$ cat src/rtl/int_ctrl_pkg.sv
`default_nettype none
// ============================================================================
// Module      : int_ctrl_pkg
// Description : Shared types and constants for the round-robin interrupt
//               controller.
// Revision    : 1.0 - initial release
// ============================================================================
package int_ctrl_pkg;

    typedef enum logic [1:0] {
        ST_IDLE = 2'd0,
        ST_SCAN = 2'd1,
        ST_BUSY = 2'd2
    } state_t;

    typedef logic [4:0] irq_id_t;

    localparam logic [31:0] MCAUSE_INT_MASK = 32'h8000_0000;

endpackage : int_ctrl_pkg
`default_nettype wire

$ cat src/rtl/interrupt_controller.sv
`default_nettype none
// ============================================================================
// Module      : interrupt_controller
// Description : Level-sensitive interrupt controller with a pending register
//               and a round-robin scan pointer; one interrupt in flight.
// Revision    : 1.0 - initial release
// ============================================================================
module interrupt_controller
    import int_ctrl_pkg::*;
#(
    parameter int N_IRQ = 32
) (
    input  logic             clk_i,
    input  logic             rst_i,
    input  logic [N_IRQ-1:0] int_req_i,
    input  logic [31:0]      mie_i,
    input  logic             int_rst_i,
    output logic             int_o,
    output logic [31:0]      mcause_o,
    output logic [N_IRQ-1:0] int_fin_o
);

    localparam irq_id_t C_LAST_ID = irq_id_t'(N_IRQ - 1);

    state_t           r_state_q;
    state_t           w_state_d;
    irq_id_t          r_ptr_q;
    irq_id_t          w_ptr_d;
    irq_id_t          r_id_q;
    irq_id_t          w_id_d;
    logic [31:0]      r_mcause_q;
    logic [31:0]      w_mcause_d;
    logic [N_IRQ-1:0] r_pending_q;
    logic [N_IRQ-1:0] w_pending_d;

    logic [31:0]      w_elig;
    logic             w_any_elig;
    logic [N_IRQ-1:0] w_id_onehot;

    function automatic irq_id_t f_wrap_inc(input irq_id_t v);
        return (v == C_LAST_ID) ? irq_id_t'(0) : v + irq_id_t'(1);
    endfunction

    // Zero-extending pending to 32 bits lets the full mask be used and the
    // 5-bit pointer index every position without range concerns.
    assign w_elig      = 32'(r_pending_q) & mie_i;
    assign w_any_elig  = |w_elig;
    assign w_id_onehot = {{(N_IRQ-1){1'b0}}, 1'b1} << r_id_q;
    assign mcause_o    = r_mcause_q;

    // State register
    always_ff @(posedge clk_i or posedge rst_i) begin
        if (rst_i) begin
            r_state_q <= ST_IDLE;
        end else begin
            r_state_q <= w_state_d;
        end
    end

    // Next-state logic
    always_comb begin
        w_state_d = r_state_q;
        case (r_state_q)
            ST_IDLE: begin
                if (w_any_elig) begin
                    w_state_d = ST_SCAN;
                end
            end
            ST_SCAN: begin
                if (!w_any_elig) begin
                    w_state_d = ST_IDLE;
                end else if (w_elig[r_ptr_q]) begin
                    w_state_d = ST_BUSY;
                end
            end
            ST_BUSY: begin
                if (int_rst_i) begin
                    w_state_d = ST_IDLE;
                end
            end
            default: w_state_d = ST_IDLE;
        endcase
    end

    // Output logic
    always_comb begin
        int_o     = (r_state_q == ST_BUSY);
        int_fin_o = '0;
        if ((r_state_q == ST_BUSY) && int_rst_i) begin
            int_fin_o = w_id_onehot;
        end
    end

    // Datapath: pointer, serviced id, cause and pending lines
    always_comb begin
        w_ptr_d     = r_ptr_q;
        w_id_d      = r_id_q;
        w_mcause_d  = r_mcause_q;
        // A request still asserted on the completion edge re-arms its line.
        w_pending_d = (r_pending_q & ~int_fin_o) | int_req_i;
        case (r_state_q)
            ST_SCAN: begin
                if (w_any_elig) begin
                    if (w_elig[r_ptr_q]) begin
                        w_id_d     = r_ptr_q;
                        w_mcause_d = MCAUSE_INT_MASK | 32'(r_ptr_q);
                    end else begin
                        w_ptr_d = f_wrap_inc(r_ptr_q);
                    end
                end
            end
            ST_BUSY: begin
                if (int_rst_i) begin
                    w_ptr_d = f_wrap_inc(r_id_q);
                end
            end
            default: ;
        endcase
    end

    always_ff @(posedge clk_i or posedge rst_i) begin
        if (rst_i) begin
            r_ptr_q     <= '0;
            r_id_q      <= '0;
            r_mcause_q  <= '0;
            r_pending_q <= '0;
        end else begin
            r_ptr_q     <= w_ptr_d;
            r_id_q      <= w_id_d;
            r_mcause_q  <= w_mcause_d;
            r_pending_q <= w_pending_d;
        end
    end

endmodule : interrupt_controller
`default_nettype wire
$ cat config.mk
export PLATFORM = sky130hd
export DESIGN_NAME = interrupt_controller
export DESIGN_NICKNAME = d
export VERILOG_FILES = /design/src/rtl/int_ctrl_pkg.sv /design/src/rtl/interrupt_controller.sv
export SDC_FILE = /design/constraint.sdc
export NUM_CORES = 1
export LEC_CHECK = 0
export BUFFER_PORTS_ARGS = -buffer_cell sky130_fd_sc_hd__clkbuf_2
export CELL_PAD_IN_SITES_DETAIL_PLACEMENT = 1
export CELL_PAD_IN_SITES_GLOBAL_PLACEMENT = 1
export CORE_AREA = 2 2 73 144
export DETAILED_ROUTE_END_ITERATION = 10
export DIE_AREA = 0 0 75 146
export PLACE_DENSITY_LB_ADDON = 0.1
export REMOVE_ABC_BUFFERS = 1
export SLEW_MARGIN = 20
export SYNTH_ARGS = -nofsm -noshare
export SYNTH_HDL_FRONTEND = slang
export SYNTH_SLANG_ARGS = --single-unit
$ cat constraint.sdc
create_clock -name clk_i -period 1.9 [get_ports clk_i]
set_input_delay 0.285 -clock clk_i [delete_from_list [all_inputs] [get_ports clk_i]]
set_output_delay 0.285 -clock clk_i [all_outputs]
set_load 0.05 [all_outputs]
==> results.ini <==
[status]
status = finished, violations left
violations = setup timing

[cells_and_area]
antenna_cells = 0
nFillCells = 1151
area_growth_pct = 80.58
nets = 585
drive_gt1_frac = 0.5725
multi_input_area_um2 = 1996
final-seq-area_um2 = 1134

[setup_path]
critPathArrivalTime_ns = 2.45
reg2reg_depth = 6
regToRegSetupSlack_ns = -0.37
cp_max_fo = 8
cp-end-kind = flip-flop
cp-start-kind = flip-flop
required_ns = 2.08
path_class = reg -> reg

[cts]
cts_buffers = 5
holdBufCountCts = 0
cts_tree = done
cts.path.max_buffers = 2
cts_root_buf = clkbuf_16
clkSlewWorstSetupHoldPaths_ns = 0.07
cts_max_level = 2
cts_sinks = 45
insertion_delay_ns = 0.29

[synth]
yosysMostFrequentCell = nand2_1
syn_avg_cell_area_um2 = 8.686
ys_top_cells_by_area = dfrtp_1, buf_4, nand2_1
yosys-top-cells-count = nand2_1, dfrtp_1, nor2_1
netlist_area_um2 = 2866
synth_top_flop_cell = dfrtp_1
synth-edff-count = 0
synth_top_area_share = 0.3928
yosysUniqueCellTypes = 44
yosys.area.top_type = dfrtp_1
synthArstFlopShare = 1.000
netlist_instances = 330
synth_seq_area_share = 0.3928
synth_warnings = 0
ys_seq_elements = 45

[timing]
tns_ns = -6.663
finalCritPeriodShare = 1.196
hold_viol = 0
clock_skew_ns = 0.007358
setup_viol = 44
slew_viol_final = 0
rsz0062_at_grt = true
setup_slack_ns = -0.3720
clock.fmax_ghz = 0.4401
min_period_ns = 2.272

[detailed_routing]
routed_wl_mm = 12.41
final_antenna_net_count = 0
routed.top_layer = met4
via_per_inst = 4.802
wl_met2_mm = 7.370
drt-met1-wl_mm = 4.020
initialDrtViolationCount = 77
wire_per_inst_um = 19.32
wl_met3_um = 420
drt-pass1-iter-count = 4
drc = 0
vias = 3083

[grt]
track_usage = 0.2382
antenna_found_initial = 0
grt_pass1_vias = 3544
grt_overflow = 0
grt_max_degree = 46
grt_pass1_wl_mm = 19.13

[die]
die_h_um = 146
initial_core_util = 0.2936
die_area_um2 = 10950
coreArea_um2 = 9763
die_w_um = 75
ios = 132
row_count = 51

[placed_design]
hpwl_mm = 9.747
numPortBuffers = 105
dp_slack_ns = -0.4394
place_congestion = 0.8045

[pwr]
p_per_area_nw_per_um2 = 1117
seq_power_share = 0.233
sw_frac_of_total = 0.4459
comb_power_share = 0.585
leakage_nw = 2.371
total_switching_power_mw = 2.578
p_int_mw = 3.203
ir_drop_mv = 0.5996
power_mw = 5.781
power_frac_clock = 0.182

[flow_run]
maxCapViolCount = 0

[hold_path]
hold_path.class = in -> async

-- cells in the final DEF, fill, tap and decap left out, drive strengths merged, types with 13 or more instances in the layout --
cell / n
buf: 109
nand3: 13
o21ai: 26
inv: 14
clkbuf: 79
conb: 26
nand2: 53
nor2: 30
dfrtp: 45
nand2b: 29
-- layer usage --
metal / up-vias / global-route usage
met5: - / 0
met4: 0 / 0.1170
met3: 30 / 0.03186
met2: 105 / 0.4518
met1: 1514 / 0.2355
li1: 1434 / -
-- logic make-up (layout without fill, tap and decap cells) --
group	count (synthesis)	in the layout	share of synthesized area
simple gates	152	153	0.2558
compound gates	60	60	0.1440
buf+inv	50	204	0.1026
flops	45	45	0.3928
mux	11	11	0.05805
fa+ha+maj	9	9	0.03928
xor+xnor	2	2	0.006112
other cells	1	26	0.001308
-- worst max-delay path: stages, from the launching register on --
cell     delay [ns]
dfrtp_2        0.43
buf_4          0.18
mux4_2         0.52
a22oi_2        0.27
nand2_2        0.15
a31oi_4        0.23
mux2_2         0.37
-- per-stage QoR --
stage / hold slack, ns / utilization / instances / area (um^2)
final: 0.008445 / 0.5302 / 642 / 5176
after global routing: 0.04542 / 0.5302 / 642 / 5176
after floorplan: 0.3773 / - / 319 / 2719
after detailed placement: 0.3351 / 0.4428 / 616 / 4323
after global placement: 0.3327 / 0.4428 / 616 / 4323
after CTS: 0.02424 / 0.5153 / 635 / 5031
-- flip-flops by register name, indices dropped and copies added, names as in the netlist --
signal,cells
mcause_o,2
r_id_q,4
r_pending_q,32
r_ptr_q,5
r_state_q,2
-- final cells by class --
cell class	count	share of cell area
Clock buffer	6	0.02683
Timing Repair Buffer	182	0.3174
Multi-Input combinational cell	261	0.3855
Tap cell	132	0.03191
Sequential cell	45	0.2190
Inverter	14	0.01209
Clock inverter	2	0.007252
-- power by group through the flow --
stage	sequential, mW	combinational, mW	clock [mW]
floorplan	1.46	1.34	0
global placement	1.31	2.66	0
detailed placement	1.32	2.71	0
CTS	1.34	3.24	1.07
global route	1.37	3.59	1.10
finish	1.35	3.38	1.05
-- repair_timing --
action / CTS / global route
endpoints found under the setup margin: 45 / 45
pin swaps: 17 / 5
cloned: 1 / 0
gates resized for setup: 133 / 24
buffers inserted: 11 / 9
-- worst paths after layout --
kind / from / end
max: r_ptr_q[0] / r_ptr_q[0]
min: rst_i / mcause_o[31]
max reg2reg: r_ptr_q[0] / r_ptr_q[0]
min reg2reg: mcause_o[31] / mcause_o[31]
max in group asynchronous: rst_i / mcause_o[4]
min in group clk_i: int_req_i[7] / r_pending_q[7]
No activity file was read; power rests on OpenSTA's default activity.
